--- config.mk ---
export PLATFORM = sky130hd
export DESIGN_NAME = ppu_stream
export DESIGN_NICKNAME = d
export VERILOG_FILES = /design/src/rtl/ppu_stream.sv
export SDC_FILE = /design/constraint.sdc
export NUM_CORES = 1
export LEC_CHECK = 0
export ABC_AREA = 1
export ABC_CLOCK_PERIOD_IN_PS = 5300
export CELL_PAD_IN_SITES_DETAIL_PLACEMENT = 1
export CELL_PAD_IN_SITES_GLOBAL_PLACEMENT = 2
export CORE_MARGIN = 5
export CORE_UTILIZATION = 25
export DETAILED_ROUTE_END_ITERATION = 7
export PLACE_DENSITY = 0.65
export SKIP_LAST_GASP = 1
export SLEW_MARGIN = 20
export SYNTH_ARGS = -nofsm -noshare
export SYNTH_HDL_FRONTEND = slang
export SYNTH_SLANG_ARGS = --single-unit
--- constraint.sdc ---
create_clock -name clk -period 5.3 [get_ports clk]
set_input_delay 0.53 -clock clk [delete_from_list [all_inputs] [get_ports clk]]
set_output_delay 0.53 -clock clk [all_outputs]
set_load 0.05 [all_outputs]
--- src/rtl/ppu_stream.sv ---
// ppu_stream: pixel processing unit between the byte source and scan-out.
// Input words are buffered in a FIFO. Each generated pixel is either a FIFO
// passthrough or derived procedurally from the pixel position, an animation
// counter and a FIFO-loaded seed.
module ppu_stream #(
  parameter int unsigned IN_W     = 8,
  parameter int unsigned CH_BITS  = 2,
  parameter int unsigned DEPTH    = 32,
  parameter int unsigned H_TOTAL  = 800,
  parameter int unsigned V_TOTAL  = 525,
  parameter int unsigned ANIM_DIV = 2
) (
  input  logic                 clk,
  input  logic                 rst,
  input  logic                 sync,
  input  logic [2:0]           mode,
  input  logic [IN_W-1:0]      in_data,
  input  logic                 in_valid,
  output logic                 in_ready,
  output logic [3*CH_BITS-1:0] out_data,
  output logic                 out_valid,
  input  logic                 out_ready,
  output logic                 out_sof,
  output logic                 out_eol
);

  localparam int unsigned PIX_W = 3 * CH_BITS;
  localparam int unsigned AW    = $clog2(DEPTH);
  localparam int unsigned CW    = AW + 1;
  localparam int unsigned XW    = ($clog2(H_TOTAL) > 10) ? $clog2(H_TOTAL) : 10;
  localparam int unsigned YW    = ($clog2(V_TOTAL) > 10) ? $clog2(V_TOTAL) : 10;
  localparam int unsigned DW    = (ANIM_DIV > 1) ? $clog2(ANIM_DIV) : 1;

  // FIFO state
  logic [IN_W-1:0]  r_mem [DEPTH];
  logic [AW-1:0]    r_wr_ptr;
  logic [AW-1:0]    r_rd_ptr;
  logic [CW-1:0]    r_count;

  // Position, animation and seed state
  logic [XW-1:0]    r_x;
  logic [YW-1:0]    r_y;
  logic [DW-1:0]    r_div;
  logic [7:0]       r_anim;
  logic [IN_W-1:0]  r_seed;

  // Output register
  logic             r_out_valid;
  logic [PIX_W-1:0] r_out_data;
  logic             r_out_sof;
  logic             r_out_eol;

  // Combinational control
  logic             w_full;
  logic             w_empty;
  logic             w_push;
  logic             w_slot;
  logic             w_gen;
  logic             w_origin;
  logic             w_seed_pop;
  logic             w_pop;
  logic [IN_W-1:0]  w_head;
  logic [IN_W-1:0]  w_seed_eff;
  logic             w_x_last;
  logic             w_y_last;
  logic             w_div_last;
  logic [9:0]       w_xa;
  logic [9:0]       w_ya;
  logic [9:0]       w_t;
  logic [PIX_W-1:0] w_pix;

  // Pixel rule for every mode; t is the 10-bit wrapped pattern term
  function automatic logic [PIX_W-1:0] f_pixel(
    input logic [2:0]      md,
    input logic [9:0]      px,
    input logic [9:0]      t,
    input logic [IN_W-1:0] word,
    input logic [IN_W-1:0] sd
  );
    logic [9:0]       m7;
    logic [9:0]       m11;
    logic [9:0]       sd10;
    logic [9:0]       u;
    logic [PIX_W-1:0] pix;
    m7   = t % 10'd7;
    m11  = t % 10'd11;
    sd10 = 10'(sd);
    u    = (m7 | m11) ^ sd10;
    pix  = '0;
    case (md)
      3'd0:    pix = word[IN_W-1 -: PIX_W];
      3'd1:    pix = {{CH_BITS{px[5]}}, {CH_BITS{px[6]}}, {CH_BITS{px[7]}}};
      3'd2:    pix = (m7 == '0) ? {PIX_W{1'b1}} : {PIX_W{1'b0}};
      3'd3:    pix = {{CH_BITS{u[0]}}, {CH_BITS{u[2]}}, {CH_BITS{u[4]}}};
      3'd4:    pix = sd[IN_W-1 -: PIX_W];
      3'd5:    pix = {3{px[9 -: CH_BITS]}};
      default: pix = '0;
    endcase
    return pix;
  endfunction

  assign w_full   = (r_count == CW'(DEPTH));
  assign w_empty  = (r_count == '0);
  assign in_ready = !w_full;
  assign w_push   = in_valid && !w_full;
  assign w_head   = r_mem[r_rd_ptr];

  assign w_slot     = !r_out_valid || out_ready;
  assign w_gen      = w_slot && ((mode != 3'd0) || !w_empty);
  assign w_origin   = (r_x == '0) && (r_y == '0);
  assign w_seed_pop = w_gen && (mode >= 3'd2) && w_origin && !w_empty;
  assign w_pop      = (w_gen && (mode == 3'd0)) || w_seed_pop;
  // The origin pixel must already see the word popped into the seed this
  // cycle, so the FIFO head bypasses the seed register on that beat.
  assign w_seed_eff = w_seed_pop ? w_head : r_seed;

  assign w_x_last   = (r_x == XW'(H_TOTAL - 1));
  assign w_y_last   = (r_y == YW'(V_TOTAL - 1));
  assign w_div_last = (r_div == DW'(ANIM_DIV - 1));

  assign w_xa  = r_x[9:0] + {2'b00, r_anim};
  assign w_ya  = r_y[9:0] + {2'b00, r_anim};
  assign w_t   = w_xa ^ w_ya;
  assign w_pix = f_pixel(mode, r_x[9:0], w_t, w_head, w_seed_eff);

  assign out_valid = r_out_valid;
  assign out_data  = r_out_data;
  assign out_sof   = r_out_sof;
  assign out_eol   = r_out_eol;

  // FIFO storage; occupancy qualifies every read so no reset is needed
  always_ff @(posedge clk) begin
    if (w_push) begin
      r_mem[r_wr_ptr] <= in_data;
    end
  end

  // FIFO pointers and occupancy
  always_ff @(posedge clk or posedge rst) begin
    if (rst) begin
      r_wr_ptr <= '0;
      r_rd_ptr <= '0;
      r_count  <= '0;
    end else begin
      if (w_push) begin
        r_wr_ptr <= r_wr_ptr + AW'(1);
      end
      if (w_pop) begin
        r_rd_ptr <= r_rd_ptr + AW'(1);
      end
      case ({w_push, w_pop})
        2'b10:   r_count <= r_count + CW'(1);
        2'b01:   r_count <= r_count - CW'(1);
        default: r_count <= r_count;
      endcase
    end
  end

  // Position tracking; sync wins over advancement so the next pixel is (0,0)
  always_ff @(posedge clk or posedge rst) begin
    if (rst) begin
      r_x   <= '0;
      r_y   <= '0;
      r_div <= '0;
    end else if (sync) begin
      r_x   <= '0;
      r_y   <= '0;
      r_div <= '0;
    end else if (w_gen) begin
      if (w_x_last) begin
        r_x <= '0;
        if (w_y_last) begin
          r_y <= '0;
          r_div <= w_div_last ? '0 : r_div + DW'(1);
        end else begin
          r_y <= r_y + YW'(1);
        end
      end else begin
        r_x <= r_x + XW'(1);
      end
    end
  end

  // Animation step once every ANIM_DIV completed frames
  always_ff @(posedge clk or posedge rst) begin
    if (rst) begin
      r_anim <= '0;
    end else if (w_gen && w_x_last && w_y_last && w_div_last) begin
      r_anim <= r_anim + 8'd1;
    end
  end

  // Seed capture at the frame origin
  always_ff @(posedge clk or posedge rst) begin
    if (rst) begin
      r_seed <= '0;
    end else if (w_seed_pop) begin
      r_seed <= w_head;
    end
  end

  // Output register: load on generation, drop valid on an empty open slot
  always_ff @(posedge clk or posedge rst) begin
    if (rst) begin
      r_out_valid <= 1'b0;
      r_out_data  <= '0;
      r_out_sof   <= 1'b0;
      r_out_eol   <= 1'b0;
    end else if (w_gen) begin
      r_out_valid <= 1'b1;
      r_out_data  <= w_pix;
      r_out_sof   <= w_origin;
      r_out_eol   <= w_x_last;
    end else if (w_slot) begin
      r_out_valid <= 1'b0;
    end
  end

endmodule

# After elaboration in Yosys (flattened, before gate mapping)
# Memory sizes are Yosys's and may differ from the RTL's.
# Index checks and enable logic that the tools add are counted.
# Widths: inputs -> output; s select.
# op_classes
div_mod_pow,2
bitwise_logic,3
n_mux,20
n_mul,0
eq_ne,10
addsub,10
shifts,0
order_cmp,1
n_reduce_logical,29
# op_table
op,count
$mux 10,7
$pmux 6 s6,1
$logic_not 10->1,3
$add 10x1->10 const B,2
$add 10x8->10,2
$eq 10x10->1 const B,2
$pmux 6 s2,1
$add 5x1->5 const B,2
$logic_and 1x1->1,10
$mod 10x3->10 const B,1
$mod 10x4->10 const B,1
$reduce_bool 2->1,5
$xor 10x10->10,1
$mux 1,9
$add 8x1->8 const B,1
$mux 8,1
$add 6x1->6 const B,1
$eq 3x2->1 const B,2
$eq 3x3->1 const B,2
$eq 6x6->1 const B,1
$logic_not 6->1,1
$mux 6,1
$sub 6x1->6 const B,1
$or 5x5->5,1
12 further kinds,16
# totals
memories,1
in_bits,16
mem_bits_ro,0
ram_bits,256
word_cells,88
output_inout_bits,10
ff_bits,62
latch_bits,0
# mem_list
name,words,width,rd,rd_clocked_by_memory_dff,write_ports,line,source
r_mem,32,8,1,0,1,35,logic [IN_W-1:0] r_mem [DEPTH];

# Logic depth before layout (Yosys ltp)
# logic_depth
ltp_word,10
depth_mapped,52
ltp_nobuf,52

# Least setup slack after synthesis
# OpenSTA, ideal clock, no wires.
# synth_path
kind,register -> register
start,reg r_anim[0]
end,"reg r_out_data[0], in the netlist out_data[0]"
period_less_slack_ps,5140
path_stages_with_launch,51
setup_ps,118
path_buffers,0
t_required_ps,5182
t_arrival_ps,5023
setup_slack_ps,160
cell_sequence,dfrtp_1 ha_1 fa_1 nand2_1 nand2_1 nand3_1 nand2_1 nand2_1 nand3_1 nand2_2 inv_1 nor2_2 nand2_1 nand2_1 and2_1 or2_1 nand2_2 nor2_2 (+15 left out) nand3_2 nand3_4 nand2_1 nand2_1 ha_1 nand3_2 nand3_4 nand2_1 nand2_1 inv_1 nand2_1 nor2_1 nand3_1 nand2_1 inv_1 nand3b_1 nand2_1 nand2_1
# synth_via
elab_chain_len,6
# synth_rtl
element,line,source
start: declaration,44,logic [7:0] r_anim;
start signal: assignment,189,r_anim <= r_anim + 8'd1;
$add 10x8->10 (on tied branches),"121, 122",
$xor 10x10->10 (*),123,assign w_t = w_xa ^ w_ya;
$mod 10x3->10 or $mod 10x4->10 (tied branches),"85, 86",
$logic_not 10->1 or $or 5x5->5 (tied branches),"93, 88",
$mux 6 or $xor 5x5->5 (tied branches),"93, 88",
$pmux 6 s6 (*),90,case (md)
end signal: assignment,211,r_out_data <= w_pix;
end: declaration,49,logic [PIX_W-1:0] r_out_data;
# Every way passes the cells marked *; elsewhere a longest branch is shown, timed or not.
# A chain may end at the register's enable or synchronous reset.

# Worst setup path after layout
# layout_path
start,reg r_anim[0]
end,"reg r_out_data[5], in the netlist out_data[5]"
# Same word-level chain as after synthesis.

==> run metrics <==
yosys warns 0; Top cell by count, worst path nand2_2; post-route ant nets 0; asr flop ratio synth 0.214; fin. max-slew vios 0; max cap viols 0; Main synth FF type edfxtp_1; CP Buf/Inv Count 8; Worst Hold Class register to register; Yosys cell types 51; fmax 190 MHz; leakage 7.35 nW; register area share after synthesis 0.562; synthesis-to-layout area growth 26.5%; Reg area 8260 um^2; Critical Path Max Stage Delay 450 ps; Fillers 6649; Critical Path Fanout Max 6; syn nets 1594; Critical Path Sink Type register; total die area 63600 um^2; R2R setup slack 30 ps; CTS tree built; status finished clean; Cell Pwr Density 401 nW/um^2; ant diodes 0; cell area after layout 18600 um^2; Rows 88; Root Buffer clkbuf_16; DRT iter0 DRCs 587; Crit Path Category register to register; Slew HR 0.343; CTS clk-pin slew, worst paths 60 ps; FF+latch count, synth 285; Cell Area, Synth 14700 um^2; Cells after Synth 1541; Tcrit/Tclk final 0.995; Post-synth EDFFs 224; Final setup viols 0; setup skew after layout 21.5 ps; Hold Path Sink out_eol; RSZ-0062 raised after global routing yes; Post-DP Area 16500 um^2; # DRC 0; Worst EP arrival 5680 ps; final hold viol count 0; First-pass DRT Iterations 4; H-tree Lvls 2; chip width 252 um; layout net count 1742; cts bufs inserted 34; Core Region 57900 um^2; routed vias/inst 4.66; first-pass GRT wire length 67600 um; DIE HEIGHT 252 um; Max VDD drop 213 uV; Ports 26; Multi-input gate area 6350 um^2; layout cells sized above 1 0.232; reg2reg end out_data[5]; Hold Worst Slack 478 ps; HP Start out_eol; Vias 11500; Syn Area/Cell 9.52 um^2; Critical Path RT 5710 ps; clk_lat worst skew 530 ps; Worst Max-Slew Pin Slew 981 ps; vias in the first global route 12100; R2R Path Start r_anim[0]; pin count of the biggest net entering global routing 62; Worst path top cell family by delay simple AND/OR/NAND/NOR gates; Routed WL 43600 um; startpoint types register; Initial Utilization 0.253; HPWL Detailed 29600 um; FF-to-FF path depth 50; antenna violations before repair 0; clock net sink count 285; Total Routing Usage GR 0.133; Pwr Total 0.00745 W; GRT overflow 0; Crit-path slowest cell dfrtp_2; WL/cell 17.6 um; I/O Buffers 24; min cycle time layout 5270 ps; GPL Wtd Cong 0.793; Min-Delay Path Depth 2; clk buf depth 3
-- layout by cell type, fill, tap and decap left out, drive strengths merged, types with 8 or more instances in the layout --
master and count:
a21oi 29, buf 141, clkbuf 42, clkdlybuf4s50 23, clkinv 19, dfrtp 61
edfxtp 224, ha 34, inv 147, nand2 328, nand3 118, nand4 35
nor2 196, nor3 11, o211ai 8, o21ai 156, o221ai 21, o22ai 35
xnor2 14, xor2 26
-- synth_stat cells, types with 21 or more instances --
library cell  number  area share
a21oi_1           28      0.0096
o22ai_1           35       0.015
nand2_2           32       0.014
clkbuf_1          48       0.012
inv_1            132       0.034
ha_1              34       0.029
dfrtp_1           61        0.10
nand3_1          101       0.034
o21ai_0          151       0.052
edfxtp_1         224        0.46
nand2_1          289       0.074
xor2_1            26       0.016
o221ai_1          21       0.013
nor2_1           190       0.049
nand4_1           34       0.014
-- power breakdown --
group	switching [W]	leakage [nW]	internal, W
combinational	0.00165	4.03	0.000697
sequential	0.000184	2.80	0.00264
clock	0.000967	0.525	0.00131
total	0.00280	7.35	0.00465
-- per-layer routing --
layer / vias up / part of all wire / GRT usage
li1: 5627 / - / -
met1: 5747 / 0.47 / 0.180
met2: 119 / 0.48 / 0.228
met3: 49 / 0.022 / 0.0135
met4: 0 / 0.021 / 0.0321
met5: - / 0 / 0
-- metrics by stage --
| step | utilization | setup slack [ps] | cells | setup TNS, ps |
|---|---|---|---|---|
| detailed placement | 0.285 | -378 | 2388 | -2110 |
| CTS | 0.312 | 2.79 | 2463 | 0 |
| finish | 0.320 | 27.1 | 2479 | 0 |
| global route | 0.320 | -388 | 2479 | -2200 |
| global placement | 0.285 | -240 | 2388 | -1270 |
| floorplan | - | 160 | 1541 | 0 |
-- layout make-up --
| cell class | instances | area share |
|---|---|---|
| sequential | 285 | 0.445 |
| tap | 765 | 0.0516 |
| clock buffer | 42 | 0.0480 |
| inverter | 152 | 0.0313 |
| timing repair buffer | 164 | 0.0709 |
| clock inverter | 19 | 0.0108 |
| multi-input combinational | 1052 | 0.342 |
-- timing repair --
item / 4_1_cts / 5_1_grt
setup endpoints to repair: 6 / 6
resized for setup: 81 / 84
hold buffers: 0 / 0
buffers inserted: 14 / 16
pin swaps: 36 / 53
-- worst min-delay path, stage by stage, from the launching register on --
cell,delay [ps]
dfrtp_1,340
nand2_1,50
nand2_1,50
-- state kept, by name, indices dropped and copies added, names as in the netlist --
| register | flops |
|---|---|
| r_rd_ptr | 5 |
| out_eol | 1 |
| r_div | 1 |
| out_data | 6 |
| out_valid | 1 |
| r_mem | 224 |
| r_wr_ptr | 5 |
| r_x | 10 |
| r_count | 6 |
| r_seed | 7 |
| r_anim | 8 |
| r_y | 10 |
| out_sof | 1 |
-- cell families after synthesis --
logic type      share of synthesized area
simple gates                        0.223
flops                               0.562
compound gates                      0.103
buf+inv                            0.0529
xor+xnor                           0.0244
fa+ha+maj                          0.0331
mux                              0.000767
-- worst max-delay path by stage --
stage                          from           to  depth (start not counted)
after floorplan           r_anim[0]  out_data[0]                         50
after global placement    r_anim[0]  out_data[5]                         45
after detailed placement     r_y[0]  out_data[5]                         50
after CTS                 r_anim[0]  out_data[5]                         49
after global routing      r_anim[0]  out_data[1]                         51
final                     r_anim[0]  out_data[5]                         50
Note: power is estimated with default switching activity, not from simulation.
